===== src/rtl/rpn_button_conditioner.sv =====
// rpn_button_conditioner: synchronises, debounces and serialises push-buttons into
// one-hot single-cycle CPU commands, with the switch value captured per push.
module rpn_button_conditioner #(
    parameter int DEBOUNCE_CYCLES = 500000,
    parameter int CNT_W           = 20
) (
    input  logic       clk,
    input  logic       Reset,
    input  logic [3:0] RawBtns,
    input  logic [7:0] RawDin,
    input  logic       Turbo,
    output logic       Sample,
    output logic [2:0] Btns,
    output logic [7:0] DinOut,
    output logic [3:0] Pressed
);
    logic [3:0]       btn_s1, btn_s2;
    logic [7:0]       din_s1, din_s2;
    logic             turbo_s1, turbo_s2;
    logic [3:0]       stable, stable_nx, rise, pend, pend_nx, issue;
    logic [CNT_W-1:0] cnt [4];
    logic [CNT_W-1:0] cnt_nx [4];
    logic [7:0]       din_hold;

    always_ff @(posedge clk or negedge Reset) begin
        if (!Reset) begin
            btn_s1   <= '0;
            btn_s2   <= '0;
            din_s1   <= '0;
            din_s2   <= '0;
            turbo_s1 <= 1'b0;
            turbo_s2 <= 1'b0;
        end else begin
            btn_s1   <= RawBtns;
            btn_s2   <= btn_s1;
            din_s1   <= RawDin;
            din_s2   <= din_s1;
            turbo_s1 <= Turbo;
            turbo_s2 <= turbo_s1;
        end
    end

    // A level is accepted only after it differs from stable for DEBOUNCE_CYCLES cycles
    always_comb begin
        for (int i = 0; i < 4; i++) begin
            stable_nx[i] = stable[i];
            cnt_nx[i]    = '0;
            if (turbo_s2)
                stable_nx[i] = btn_s2[i];
            else if (btn_s2[i] != stable[i]) begin
                if (cnt[i] == CNT_W'(DEBOUNCE_CYCLES - 1))
                    stable_nx[i] = btn_s2[i];
                else
                    cnt_nx[i] = cnt[i] + CNT_W'(1);
            end
        end
        rise    = stable_nx & ~stable;
        pend_nx = pend | rise;
        issue   = pend_nx[3] ? 4'b1000 :
                  pend_nx[2] ? 4'b0100 :
                  pend_nx[1] ? 4'b0010 :
                  pend_nx[0] ? 4'b0001 : 4'b0000;
    end

    always_ff @(posedge clk or negedge Reset) begin
        if (!Reset) begin
            stable   <= '0;
            pend     <= '0;
            Sample   <= 1'b0;
            Btns     <= '0;
            din_hold <= '0;
            DinOut   <= '0;
            for (int i = 0; i < 4; i++) cnt[i] <= '0;
        end else begin
            stable <= stable_nx;
            cnt    <= cnt_nx;
            pend   <= pend_nx & ~issue;
            Sample <= issue[3];
            Btns   <= issue[2:0];
            if (rise[3]) din_hold <= din_s2;
            // a push recognised and issued in the same cycle bypasses din_hold
            if (issue[3]) DinOut <= rise[3] ? din_s2 : din_hold;
        end
    end

    assign Pressed = stable;
endmodule


===== config.mk =====
export PLATFORM = sky130hd
export DESIGN_NAME = rpn_button_conditioner
export DESIGN_NICKNAME = d
export VERILOG_FILES = /design/src/rtl/rpn_button_conditioner.sv
export SDC_FILE = /design/constraint.sdc
export NUM_CORES = 1
export LEC_CHECK = 0
export ABC_AREA = 1
export CORE_MARGIN = 2
export CORE_UTILIZATION = 48
export CTS_BUF_LIST = sky130_fd_sc_hd__clkbuf_16
export CTS_CLUSTER_SIZE = 24
export DETAILED_ROUTE_END_ITERATION = 7
export GPL_TIMING_DRIVEN = 0
export PLACE_DENSITY = 0.66
export REMOVE_ABC_BUFFERS = 1
export SETUP_SLACK_MARGIN = 0.3
export SKIP_CTS_REPAIR_TIMING = 1
export SLEW_MARGIN = 20
export SYNTH_ARGS = -nofsm -noshare
export SYNTH_HDL_FRONTEND = slang
export SYNTH_SLANG_ARGS = --single-unit
export TNS_END_PERCENT = 20

===== constraint.sdc =====
create_clock -name clk -period 2.3 [get_ports clk]
set_clock_uncertainty 0.15 [all_clocks]
set_input_delay 0.23 -clock clk [delete_from_list [all_inputs] [get_ports clk]]
set_output_delay 0.23 -clock clk [all_outputs]
set_load 0.005 [all_outputs]

Word level (Yosys, flattened, before mapping). Cells that the tools add are included.

Logic and storage cells: 62. Bits in registers: 134.

Add/subtract/negate cells: 4. Mux-type cells: 29. Bitwise operators: 5. Equal/unequal tests: 8.

Operators by type and width (count): $mux W20 (12); $add A20 B1 Y20 const B (4); $eq A20 B19 Y1 const B (4); $mux W1 (13); $and A4 B4 Y4 (2); $mux W8 (1); $not A4 Y4 (2); $mux W4 (1); $ne A1 B1 Y1 (4); $or A4 B4 Y4 (1); $mux W3 (1); $mux W2 (1).

Depth between registers and ports, before layout. Gate-level depths: netlist of run 1.

Word-level depth: 12. Depth in mapped cells: 10. Depth with buffers taken out: 10.

Worst setup path before layout of run 1. No wires, ideal clock.

Path kind: register -> register. From: reg cnt[60] in the netlist's numbering. To: reg cnt[76] in the netlist's numbering. Buffers on the path: 0. Required time: 2.027 ns. Library setup time: 0.123 ns. Setup slack: 0.686 ns. Arrival: 1.341 ns. Cell stages (with the launch flop): 9. Cell sequence: dfrtp_1 > ha_1 > nand3_1 > nor2_2 > nand3_1 > nor2_1 > nand3_1 > o21ai_0 > a21oi_1.

RTL lines: from (decl) (RTL line 21) `logic [CNT_W-1:0] cnt [4];`; from (signal assigned) (RTL line 76) `cnt <= cnt_nx;`.

==> results of run 1 <==
==> routing by layer <==
metal / GRT usage, % / routed length (um)
met4: 8.37 / 205
met2: 29.1 / 5050
met1: 22.9 / 4860
met3: 5.25 / 437
met5: 0 / 0
==> cells in the mapped netlist, drive strengths merged, types with 2 or more instances <==
cell	count
xor2	23
inv	78
dfrtp	125
nand3	36
nand4	13
o21a	3
xnor2	7
a31oi	2
a21oi	26
nand2	121
nor2	135
buf	5
o21ai	22
and3	2
nor3	18
ha	4
nor3b	5
==> area by class of cell <==
class	count	area share, %
clock inverter	15	2.64
inverter	79	4.45
timing repair buffer	33	5.08
multi-input combinational	422	33.2
sequential	125	45.8
tap	143	2.62
clock buffer	17	6.23
==> power by group through the flow <==
stage / registers [W] / logic [W] / clock network [W]
CTS: 0.00233 / 0.000329 / 0.00276
floorplan: 0.00236 / 0.000133 / 0
detailed placement: 0.00236 / 0.000328 / 0
global placement: 0.00236 / 0.000314 / 0
global route: 0.00233 / 0.000384 / 0.00287
finish: 0.00232 / 0.000338 / 0.00271
==> sequential cells by signal, summed over array words and instances, names as in the netlist, 3 cells and up <==
name / count
Pressed: 4
Btns: 3
cnt: 80
pend: 3
btn_s2: 4
din_s2: 8
DinOut: 8
din_s1: 8
btn_s1: 4
==> per-stage QoR <==
step / cell area, um^2 / utilization (%) / hold slack [ns] / std cells / worst slack (ns)
2_1_floorplan: 5640 / - / -0.216 / 626 / 0.499
4_1_cts: 6750 / 58.9 / -0.399 / 832 / 0.0477
3_3_place_gp: 6110 / 53.3 / 0.184 / 799 / -3.96
3_5_place_dp: 6140 / 53.6 / 0.0417 / 800 / 0.0647
5_1_grt: 6830 / 59.5 / 0.0940 / 834 / 0.284
6_report: 6830 / 59.5 / 0.102 / 834 / 0.420
==> cells in the final DEF, fill, tap and decap left out, types with 9 or more instances in the layout <==
master             n
nand4_1           12
inv_2              9
nand2_1          109
nor2_4            12
nor3_1            10
inv_1             69
clkdlybuf4s50_1   29
clkbuf_16         17
dfrtp_1          125
nand2_2           10
nand3_1           30
xor2_1            23
o21ai_0           18
a21oi_1           26
nor2_1           118
==> worst paths after layout <==
check / endpoint / slack [ns] / cells past startpoint
max in group asynchronous: cnt[63]$_DFF_PN0_ / 1.12 / 3
max reg2reg: cnt[22]$_DFF_PN0_ / 0.42 / 8
min in group asynchronous: cnt[16]$_DFF_PN0_ / 0.16 / 2
min reg2reg: turbo_s2$_DFF_PN0_ / 0.20 / 0
max: cnt[22]$_DFF_PN0_ / 0.42 / 8
min: din_s1[2]$_DFF_PN0_ / 0.10 / 1
==> cell families (layout without fill, tap and decap cells) <==
family / Yosys count / after routing / synth area share (%)
xor gates and xnor gates: 30 / 30 / 4.63
AOI/OAI and AO/OA: 57 / 57 / 5.40
adders and majority gates: 4 / 4 / 0.882
and+or+nand+nor: 331 / 331 / 28.0
buffers and inverters: 84 / 144 / 5.93
DFF: 125 / 125 / 55.1
==> worst max-delay path, delay by kind of cell, from the launching register on <==
| kind | cells | cell delay [ns] |
|---|---|---|
| buf+inv | 1 | 0.16 |
| flops | 1 | 0.39 |
| simple gates | 6 | 0.87 |
| fa+ha+maj | 1 | 0.22 |
==> impl_table.tex, run 1 <==
\begin{tabular}{lr}
\hline
Metric & Value \\
\hline
\multicolumn{2}{l}{\textbf{GRT}} \\
\quad Maximum number of pins on one net before global-route repair & 81 \\
\quad Vias in the first global route & a little over 4000 \\
\quad Overall track demand over capacity in global routing & 18.1\% \\
\quad Wire length of the first global-routing pass & $\sim$18 mm \\
\quad Number of antenna violations at the first check in global routing & 0 \\
\quad Final global-route overflow total & 0 \\
\multicolumn{2}{l}{\textbf{CTS}} \\
\quad Num CTS Buffers & 17 \\
\quad Worst skew pair latency & between 0.4 and 0.5 ns \\
\quad Clock tree from TritonCTS & done \\
\quad Clock-pin transition on the worst setup and hold timing paths & approximately 0.050 ns \\
\quad Root buffer cell & clkbuf\_16 \\
\quad H-tree levels & 4 \\
\quad CTS max path bufs & 2 \\
\quad Number of clock sinks & between 100 and 150 \\
\multicolumn{2}{l}{\textbf{Timing}} \\
\quad Pins over their slew limit & 0 \\
\quad Fin. Hold Viols & 0 \\
\quad Relative slew slack & a little over two thirds \\
\quad Setup repair after global routing missed its margin & yes \\
\quad Final critical delay including setup and external delays & 1.88 ns \\
\quad Fraction of the cycle the final worst path needs & slightly above 80\% \\
\quad Slew of the pin with the lowest slew margin & roughly 0.45 ns \\
\quad Highest clock rate & $\sim$0.53 GHz \\
\quad Setup TNS & 0 ns \\
\quad Finish-stage setup viols & 0 \\
\multicolumn{2}{l}{\textbf{Setup path}} \\
\quad Worst Path Required & 2.48 ns \\
\quad Reg2Reg Launch Point & cnt[20]\$\_DFF\_PN0\_ \\
\quad Worst-path maximum fanout & 13 \\
\quad Timing startpoint of the critical path & cnt[20]\$\_DFF\_PN0\_ \\
\quad Slowest library cell on the worst path & dfrtp\_1 \\
\quad Cells along the critical path & ha\_1 -> nand2\_1 -> nor2\_1 -> nand3\_1 -> nand2\_2 -> nor2\_4 -> inv\_2 -> nor3b\_1 \\
\quad Critical path's largest stage delay & about 0.4 ns \\
\quad Arrival @ worst endpoint & $\sim$2.1 ns \\
\quad Startpoint kind of the worst setup timing path & register \\
\quad Element type at the critical path end & register \\
\quad Type of the setup path with the least slack & reg2reg \\
\multicolumn{2}{l}{\textbf{Placement}} \\
\quad Port Buffers & 30 \\
\quad Routability congestion estimate from global placement & between 0.8 and 0.9 \\
\quad Hpwl dp & roughly 7.2 mm \\
\multicolumn{2}{l}{\textbf{Cells and area}} \\
\quad Count of nets after finishing & 697 \\
\quad Area growth from synthesis to layout & 20.3\% \\
\quad Ant. Diodes & 0 \\
\quad Count of fill cells added during filler insertion & around 960 \\
\quad Fraction of layout cells with a size suffix above 1 & about an eighth \\
\quad Total area of multi-input combinational cells & about 0.0023 mm\^{}2 \\
\quad Register Area & between 0.003 and 0.004 mm\^{}2 \\
\multicolumn{2}{l}{\textbf{Power and ir drop}} \\
\quad Clock network fraction of design power & about half \\
\quad Total net switching power & 0.00116 W \\
\quad Maximum resistive drop on vdd & a little under 600 uV \\
\quad Internal power consumption & about 0.0042 W \\
\quad Fraction of power spent switching nets & 21.5\% \\
\quad Total power after layout & approximately 0.0054 W \\
\quad Power density over the cells & about 790 mW/mm\^{}2 \\
\quad Static leakage & approximately 3.0 nW \\
\quad Proportion of power drawn by combinational gates & 6.3\% \\
\quad Flop pwr share & 43.2\% \\
\multicolumn{2}{l}{\textbf{Routing}} \\
\quad First-pass DRT Iterations & 5 \\
\quad DR DRC count & 0 \\
\quad Average routed wire per standard cell & about 13 um \\
\quad Vias & 4186 \\
\quad Routed Antenna Nets & 0 \\
\quad Iter 0 DRT Violations & just under 300 \\
\quad DR vias/cell & roughly 5.0 \\
\quad Detailed-route wire length & approximately 11 mm \\
\multicolumn{2}{l}{\textbf{Flow run}} \\
\quad Count of max-cap constraint violations & 0 \\
\multicolumn{2}{l}{\textbf{Floorplan}} \\
\quad Number of I/O pins & 31 \\
\quad Placement row count & 39 \\
\quad Die Width & $\sim$110 um \\
\quad Die extent in y & 113 um \\
\quad Core region area & between 0.01 and 0.015 mm\^{}2 \\
\quad Initial cell density of the core & about half \\
\quad Full die area & between 0.01 and 0.015 mm\^{}2 \\
\multicolumn{2}{l}{\textbf{Status}} \\
\quad Status & finished clean \\
\multicolumn{2}{l}{\textbf{Min path}} \\
\quad Hold wc startpoint & RawDin[2] \\
\quad Hold crit path type & in2reg \\
\multicolumn{2}{l}{\textbf{Synth}} \\
\quad Distinct cell type count after synthesis & 36 \\
\quad Top cells by area, synth & dfrtp\_1 (55\%), nor2\_1 (7.8\%), nand2\_1 (7.3\%) \\
\quad Fraction of the yosys area taken by sequential cells & 55.1\% \\
\quad Most instantiated flip-flop cell in the synthesis netlist & dfrtp\_1 \\
\quad Count of flip-flops with a built-in enable after synthesis & 0 \\
\quad Register bit total from synthesis & between 100 and 150 \\
\quad Warnings from Yosys & 0 \\
\quad Share of the synthesized area in the top cell type & $\sim$55\% \\
\quad Mean instance size in the synthesized netlist & $\sim$9.0 um\^{}2 \\
\quad Fraction of registers with async set/reset & between 90\% and 100\% \\
\quad Synth Cell Area & around 0.0057 mm\^{}2 \\
\quad Library cell with the largest summed area after synthesis & dfrtp\_1 \\
\quad Gate Count Post-Synth & $\sim$630 \\
\hline
\end{tabular}
(Power assumes the default switching activity.)
==> run 2, diff against run 1 <==
- clock period: 2.3 -> 1.85 ns (I/O delays scaled with it)
==> run 2 against run 1 <==
Net effect:
- sequential cell count is the same
- total power grew 27%
- sequential share of layout area shrank 4.2 points
- die area is the same
- worst setup slack lost 0.35 ns
- first-iteration DRC count grew 21%
- combinational power grew 51%
- clock-buffer cell count is the same
- maximum frequency grew 5.5%
- critical path type unchanged
==> impl_table.tex, run 2 (synthesis results as in run 1) <==
\begin{tabular}{lr}
\hline
Metric & Value \\
\hline
\multicolumn{2}{l}{\textbf{Status}} \\
\quad Status & finished clean \\
\multicolumn{2}{l}{\textbf{Setup path}} \\
\quad Internal reg-to-reg setup slack & between 0.06 and 0.07 ns \\
\quad Reg2Reg Launch Point & cnt[40]\$\_DFF\_PN0\_ \\
\quad Reg-to-Reg End & cnt[57]\$\_DFF\_PN0\_ \\
\quad Arrival @ worst endpoint & approximately 1.9 ns \\
\quad Element type at the critical path end & register \\
\quad R2R cell count & 9 \\
\quad Type of the setup path with the least slack & reg2reg \\
\quad Worst Path Required & around 2.0 ns \\
\quad Worst-path maximum fanout & 3 \\
\quad Startpoint kind of the worst setup timing path & register \\
\multicolumn{2}{l}{\textbf{Routing}} \\
\quad Met2 wire length & slightly above 6 mm \\
\quad Detailed-route wire length & $\sim$12 mm \\
\quad WL met1 & 5.17 mm \\
\quad Iter 0 DRT Violations & between 300 and 400 \\
\quad Routed Antenna Nets & 0 \\
\quad Top routing layer in use & met4 \\
\quad DR vias/cell & $\sim$5.0 \\
\quad DR DRC count & 0 \\
\quad Average routed wire per standard cell & $\sim$14 um \\
\quad Vias & between 4000 and 5000 \\
\quad Routed wl met3 & around 510 um \\
\quad First-pass DRT Iterations & 5 \\
\multicolumn{2}{l}{\textbf{Cells and area}} \\
\quad Area growth from synthesis to layout & 32.7\% \\
\quad Top reg by flops & cnt \\
\quad Final Instance Count excl. Fillers & between 800 and 900 \\
\quad Ant. Diodes & 0 \\
\quad Util after Layout & between 60\% and 70\% \\
\quad Count of nets after finishing & about 740 \\
\quad Fraction of layout cells with a size suffix above 1 & around 26\% \\
\quad Most common library cell in the layout ignoring fill and taps & dfrtp\_1 \\
\quad Count of fill cells added during filler insertion & just under 900 \\
\quad Commonest cells after routing, fill and taps aside & dfrtp\_1 (121), nor2\_1 (106), nand2\_1 (99) \\
\quad Final design instance area without fill & approximately 0.0075 mm\^{}2 \\
\quad Number of flip-flops under the largest register name & 80 \\
\multicolumn{2}{l}{\textbf{GRT}} \\
\quad Maximum number of pins on one net before global-route repair & 81 \\
\quad Final global-route overflow total & 0 \\
\quad Wire length of the first global-routing pass & $\sim$18 mm \\
\quad Overall track demand over capacity in global routing & a little under a fifth \\
\quad Number of antenna violations at the first check in global routing & 0 \\
\quad Vias in the first global route & roughly 4100 \\
\multicolumn{2}{l}{\textbf{Min path}} \\
\quad Hold crit path type & in2reg \\
\quad Hold wc startpoint & RawDin[2] \\
\quad Count of cells along the worst hold path & 1 \\
\quad Worst min-delay path endpoint & din\_s1[2]\$\_DFF\_PN0\_ \\
\multicolumn{2}{l}{\textbf{Power and ir drop}} \\
\quad Static leakage & 3.34 nW \\
\quad Maximum resistive drop on vdd & around 740 uV \\
\quad Total power after layout & 0.00680 W \\
\quad Power density over the cells & roughly 900 mW/mm\^{}2 \\
\multicolumn{2}{l}{\textbf{Floorplan}} \\
\quad Core region area & between 0.01 and 0.015 mm\^{}2 \\
\quad Initial cell density of the core & $\sim$50\% \\
\quad Full die area & approximately 0.013 mm\^{}2 \\
\quad Die extent in y & $\sim$110 um \\
\quad Number of I/O pins & 31 \\
\quad Die Width & between 100 and 150 um \\
\quad Placement row count & 39 \\
\multicolumn{2}{l}{\textbf{CTS}} \\
\quad Root buffer cell & clkbuf\_16 \\
\quad Clock tree from TritonCTS & done \\
\quad Worst skew pair latency & around 0.42 ns \\
\quad CTS max path bufs & 2 \\
\quad H-tree levels & 4 \\
\quad Num CTS Buffers & 17 \\
\quad Number of clock sinks & 125 \\
\quad Clock-pin transition on the worst setup and hold timing paths & approximately 0.06 ns \\
\multicolumn{2}{l}{\textbf{Placement}} \\
\quad Routability congestion estimate from global placement & roughly 0.88 \\
\quad Hpwl dp & between 7 and 8 mm \\
\quad Port Buffers & 30 \\
\quad Cell Area, Placed & 0.00614 mm\^{}2 \\
\quad Number of cells after detailed placement & 800 \\
\multicolumn{2}{l}{\textbf{Timing}} \\
\quad Relative slew slack & 70.5\% \\
\quad Final critical delay including setup and external delays & 1.78 ns \\
\quad Highest clock rate & 0.561 GHz \\
\quad Fin. Hold Viols & 0 \\
\quad Fraction of the cycle the final worst path needs & a little over nine tenths \\
\quad Setup repair after global routing missed its margin & yes \\
\quad Pins over their slew limit & 0 \\
\quad Slew of the pin with the lowest slew margin & roughly 0.44 ns \\
\quad Setup TNS & 0 ns \\
\quad Finish-stage setup viols & 0 \\
\multicolumn{2}{l}{\textbf{Flow run}} \\
\quad Count of max-cap constraint violations & 0 \\
\hline
\end{tabular}
[run 2: cell count changes in the layout (fill, tap and decap cells not counted), sizes merged]
cell and change:
clkbuf +1, inv +1, buf +45
[run 2: how the worst max path moves through the flow]
stage	startpoint	endpoint	depth (start not counted)
CTS	cnt[40]$_DFF_PN0_	cnt[59]$_DFF_PN0_	10
finish	cnt[40]$_DFF_PN0_	cnt[57]$_DFF_PN0_	9
detailed placement	cnt[40]$_DFF_PN0_	cnt[53]$_DFF_PN0_	10
floorplan	cnt[40]$_DFF_PN0_	cnt[53]$_DFF_PN0_	10
global placement	Reset	cnt[72]$_DFF_PN0_	1
global route	cnt[40]$_DFF_PN0_	cnt[53]$_DFF_PN0_	9
[run 2: final cells by class]
class	count	area (um^2)	area share [%]
Multi-Input combinational cell	422	2560	34.0
Sequential cell	125	3130	41.6
Inverter	79	313	4.15
Timing Repair inverter	1	6.26	0.0831
Clock inverter	15	180	2.39
Tap cell	143	179	2.38
Timing Repair Buffer	79	736	9.77
Clock buffer	17	425	5.65
[run 2: through the flow]
| stage | worst slack, ns | hold slack, ns |
|---|---|---|
| after detailed placement | -0.385 | -0.00331 |
| after global routing | -0.0242 | 0.0488 |
| after CTS | -0.402 | -0.444 |
| final | 0.0679 | 0.0520 |
| after global placement | -4.37 | 0.184 |
| after floorplan | 0.0488 | -0.261 |
[run 2: worst max-delay path, cell delays in order (launching register included)]
cell     delay [ns]
dfrtp_1        0.39
buf_4          0.15
nand3_4        0.08
nor3b_4        0.27
nand2_2        0.14
nor2_4         0.19
buf_6          0.13
nand3_2        0.05
nand2_1        0.07
nor2_1         0.04
[run 2: routing by layer]
layer	GRT usage (%)	vias up
met1	22.9	2126
met4	8.37	0
li1	-	2185
met3	5.25	26
met5	0	-
met2	29.1	100
[run 2: report_power, final]
| group | switching (W) | internal [W] |
|---|---|---|
| combinational | 0.000262 | 0.000248 |
| clock | 0.00117 | 0.00222 |
| sequential | 0.0000617 | 0.00283 |
==> run 3, diff against run 2 <==
- TNS_END_PERCENT: 20 -> unset
==> run 3 against run 2 <==
Net effect:
- register-to-register slack about the same
- clock-buffer cell count unchanged
- sequential share of layout area fell by 2.5 points
- largest power group unchanged
- critical path depth is the same
- critical path type unchanged
- non-clock buffer count grew 24
- worst hold slack better by 0.0024 ns
- utilization is 4.3 points higher
- worst setup slack improved by 0.0066 ns
- cell count rose by 3.0%
- via count increased by 5.5%
- total power up 1.1%
- global-route usage stayed put
==> impl_table.tex, run 3 (synthesis results as in run 1) <==
\begin{tabular}{lr}
\hline
Metric & Value \\
\hline
\multicolumn{2}{l}{\textbf{Cells and area}} \\
\quad Number of flip-flops under the largest register name & 80 \\
\quad Final Instance Count excl. Fillers & about 910 \\
\quad Area growth from synthesis to layout & 41.3\% \\
\quad Top reg by flops & cnt \\
\quad Most common library cell in the layout ignoring fill and taps & dfrtp\_1 \\
\quad Count of nets after finishing & a little under 800 \\
\quad Final design instance area without fill & 0.00802 mm\^{}2 \\
\quad Ant. Diodes & 0 \\
\quad Fraction of layout cells with a size suffix above 1 & around a third \\
\quad Commonest cells after routing, fill and taps aside & dfrtp\_1 (117), nand2\_1 (93), nor2\_1 (89) \\
\multicolumn{2}{l}{\textbf{Timing}} \\
\quad Finish-stage setup viols & 0 \\
\quad Final critical delay including setup and external delays & $\sim$1.8 ns \\
\quad Relative slew slack & about 69\% \\
\quad Pins over their slew limit & 0 \\
\quad Fraction of the cycle the final worst path needs & between 90\% and 100\% \\
\quad Setup repair after global routing missed its margin & yes \\
\quad Fin. Hold Viols & 0 \\
\quad Slew of the pin with the lowest slew margin & 0.461 ns \\
\quad Highest clock rate & approximately 0.56 GHz \\
\multicolumn{2}{l}{\textbf{GRT}} \\
\quad Wire length of the first global-routing pass & 18.3 mm \\
\quad Number of antenna violations at the first check in global routing & 0 \\
\quad Maximum number of pins on one net before global-route repair & a little over 80 \\
\quad Overall track demand over capacity in global routing & 18.1\% \\
\quad Vias in the first global route & between 4000 and 5000 \\
\quad Final global-route overflow total & 0 \\
\multicolumn{2}{l}{\textbf{Placement}} \\
\quad Number of cells after detailed placement & 800 \\
\quad Routability congestion estimate from global placement & $\sim$0.88 \\
\quad Cell Area, Placed & 0.00614 mm\^{}2 \\
\quad Port Buffers & 30 \\
\quad Hpwl dp & around 7.2 mm \\
\multicolumn{2}{l}{\textbf{CTS}} \\
\quad Clock-pin transition on the worst setup and hold timing paths & about 0.060 ns \\
\quad Worst skew pair latency & 0.42 ns \\
\quad Number of clock sinks & 125 \\
\quad Num CTS Buffers & 17 \\
\quad CTS max path bufs & 2 \\
\quad Root buffer cell & clkbuf\_16 \\
\quad H-tree levels & 4 \\
\quad Clock tree from TritonCTS & done \\
\multicolumn{2}{l}{\textbf{Setup path}} \\
\quad R2R cell count & 9 \\
\quad Reg-to-Reg End & cnt[79]\$\_DFF\_PN0\_ \\
\quad Worst-path maximum fanout & 4 \\
\quad Worst Path Required & slightly above 2 ns \\
\quad Startpoint kind of the worst setup timing path & register \\
\quad Element type at the critical path end & register \\
\quad Arrival @ worst endpoint & 1.95 ns \\
\quad Reg2Reg Launch Point & cnt[62]\$\_DFF\_PN0\_ \\
\quad Type of the setup path with the least slack & reg2reg \\
\quad Internal reg-to-reg setup slack & 0.07 ns \\
\multicolumn{2}{l}{\textbf{Min path}} \\
\quad Hold crit path type & in2reg \\
\quad Count of cells along the worst hold path & 1 \\
\quad Hold wc startpoint & RawDin[2] \\
\quad Worst min-delay path endpoint & din\_s1[2]\$\_DFF\_PN0\_ \\
\multicolumn{2}{l}{\textbf{Floorplan}} \\
\quad Placement row count & 39 \\
\quad Die Width & between 100 and 150 um \\
\quad Initial cell density of the core & between 40 and 50\% \\
\quad Number of I/O pins & 31 \\
\quad Core region area & roughly 0.011 mm\^{}2 \\
\quad Die extent in y & 113 um \\
\quad Full die area & about 0.013 mm\^{}2 \\
\multicolumn{2}{l}{\textbf{Routing}} \\
\quad Average routed wire per standard cell & $\sim$15 um \\
\quad Routed Antenna Nets & 0 \\
\quad First-pass DRT Iterations & 5 \\
\quad DR DRC count & 0 \\
\quad DR vias/cell & 5.16 \\
\quad Detailed-route wire length & 13.2 mm \\
\quad Iter 0 DRT Violations & $\sim$310 \\
\quad Vias & $\sim$4700 \\
\multicolumn{2}{l}{\textbf{Power and ir drop}} \\
\quad Power density over the cells & about 860 mW/mm\^{}2 \\
\quad Fraction of power spent switching nets & between 20 and 25\% \\
\quad Static leakage & 3.72 nW \\
\quad Clock network fraction of design power & 49.4\% \\
\quad Total power after layout & around 0.0069 W \\
\quad Flop pwr share & a little over two fifths \\
\quad Internal power consumption & around 0.0053 W \\
\quad Maximum resistive drop on vdd & between 700 and 800 uV \\
\quad Proportion of power drawn by combinational gates & under 10\% \\
\quad Total net switching power & 0.00154 W \\
\multicolumn{2}{l}{\textbf{Flow run}} \\
\quad Count of max-cap constraint violations & 0 \\
\multicolumn{2}{l}{\textbf{Status}} \\
\quad Status & finished clean \\
\hline
\end{tabular}
run 3: cell types whose count changed in the layout (fill, tap and decap cells not counted), sizes merged:
cell / previous run / this run
clkdlybuf4s50: 29 / 13
buf: 48 / 72
inv: 80 / 78
clkinv: 9 / 13
dlymetal6s2s: 0 / 16
run 3: how the worst max path moves through the flow:
stage | startpoint | endpoint | slack [ns] | cells past startpoint
floorplan | cnt[40]$_DFF_PN0_ | cnt[53]$_DFF_PN0_ | 0.05 | 10
global placement | Reset | cnt[72]$_DFF_PN0_ | -4.37 | 1
detailed placement | cnt[40]$_DFF_PN0_ | cnt[53]$_DFF_PN0_ | -0.39 | 10
CTS | cnt[40]$_DFF_PN0_ | cnt[59]$_DFF_PN0_ | -0.40 | 10
global route | cnt[60]$_DFF_PN0_ | cnt[78]$_DFF_PN0_ | -0.04 | 7
finish | cnt[62]$_DFF_PN0_ | cnt[79]$_DFF_PN0_ | 0.07 | 9
run 3: cell type report:
cell class,instances,area (um^2)
multi-input combinational,422,2760
inverter,79,330
clock buffer,17,425
sequential,125,3140
tap,143,179
timing repair inverter,3,22.5
fill,782,3450
timing repair buffer,103,986
clock inverter,15,180
run 3: metrics by stage:
step | util (%) | hold WS, ns | worst slack (ns) | setup TNS (ns)
after floorplan | - | -0.261 | 0.0488 | 0
after global placement | 53.3 | 0.184 | -4.37 | -549.06
after detailed placement | 53.6 | -0.00331 | -0.385 | -5.67
after CTS | 58.9 | -0.444 | -0.402 | -6.38
after global routing | 69.9 | 0.0490 | -0.0404 | -0.108
final | 69.9 | 0.0544 | 0.0745 | 0
run 3: layer usage:
layer  vias to the layer above  part of all wire [%]  global-route usage [%]
li1                       2244                     -                       -
met1                      2275                    42                    22.9
met2                       133                    52                    29.1
met3                        27                   4.4                    5.25
met4                         0                   1.9                    8.37
met5                         -                     0                       0
run 3: power by group through the flow:
stage          clock network (W)  registers (W)  logic [W]
2_1_floorplan                  0        0.00293   0.000165
3_3_place_gp                   0        0.00294   0.000391
3_5_place_dp                   0        0.00294   0.000407
4_1_cts                  0.00344        0.00289   0.000409
5_1_grt                  0.00357        0.00291   0.000647
6_report                 0.00340        0.00289   0.000588
run 3: worst max-delay path: stages (launching register included):
cell and delay (ns):
dfrtp_1 0.43, nand3_2 0.13, nor2_4 0.13, nand2_4 0.08, nor2_4 0.16, nand2_4 0.09, nor2_4 0.17, buf_4 0.13
a21oi_1 0.06, nor3_1 0.16
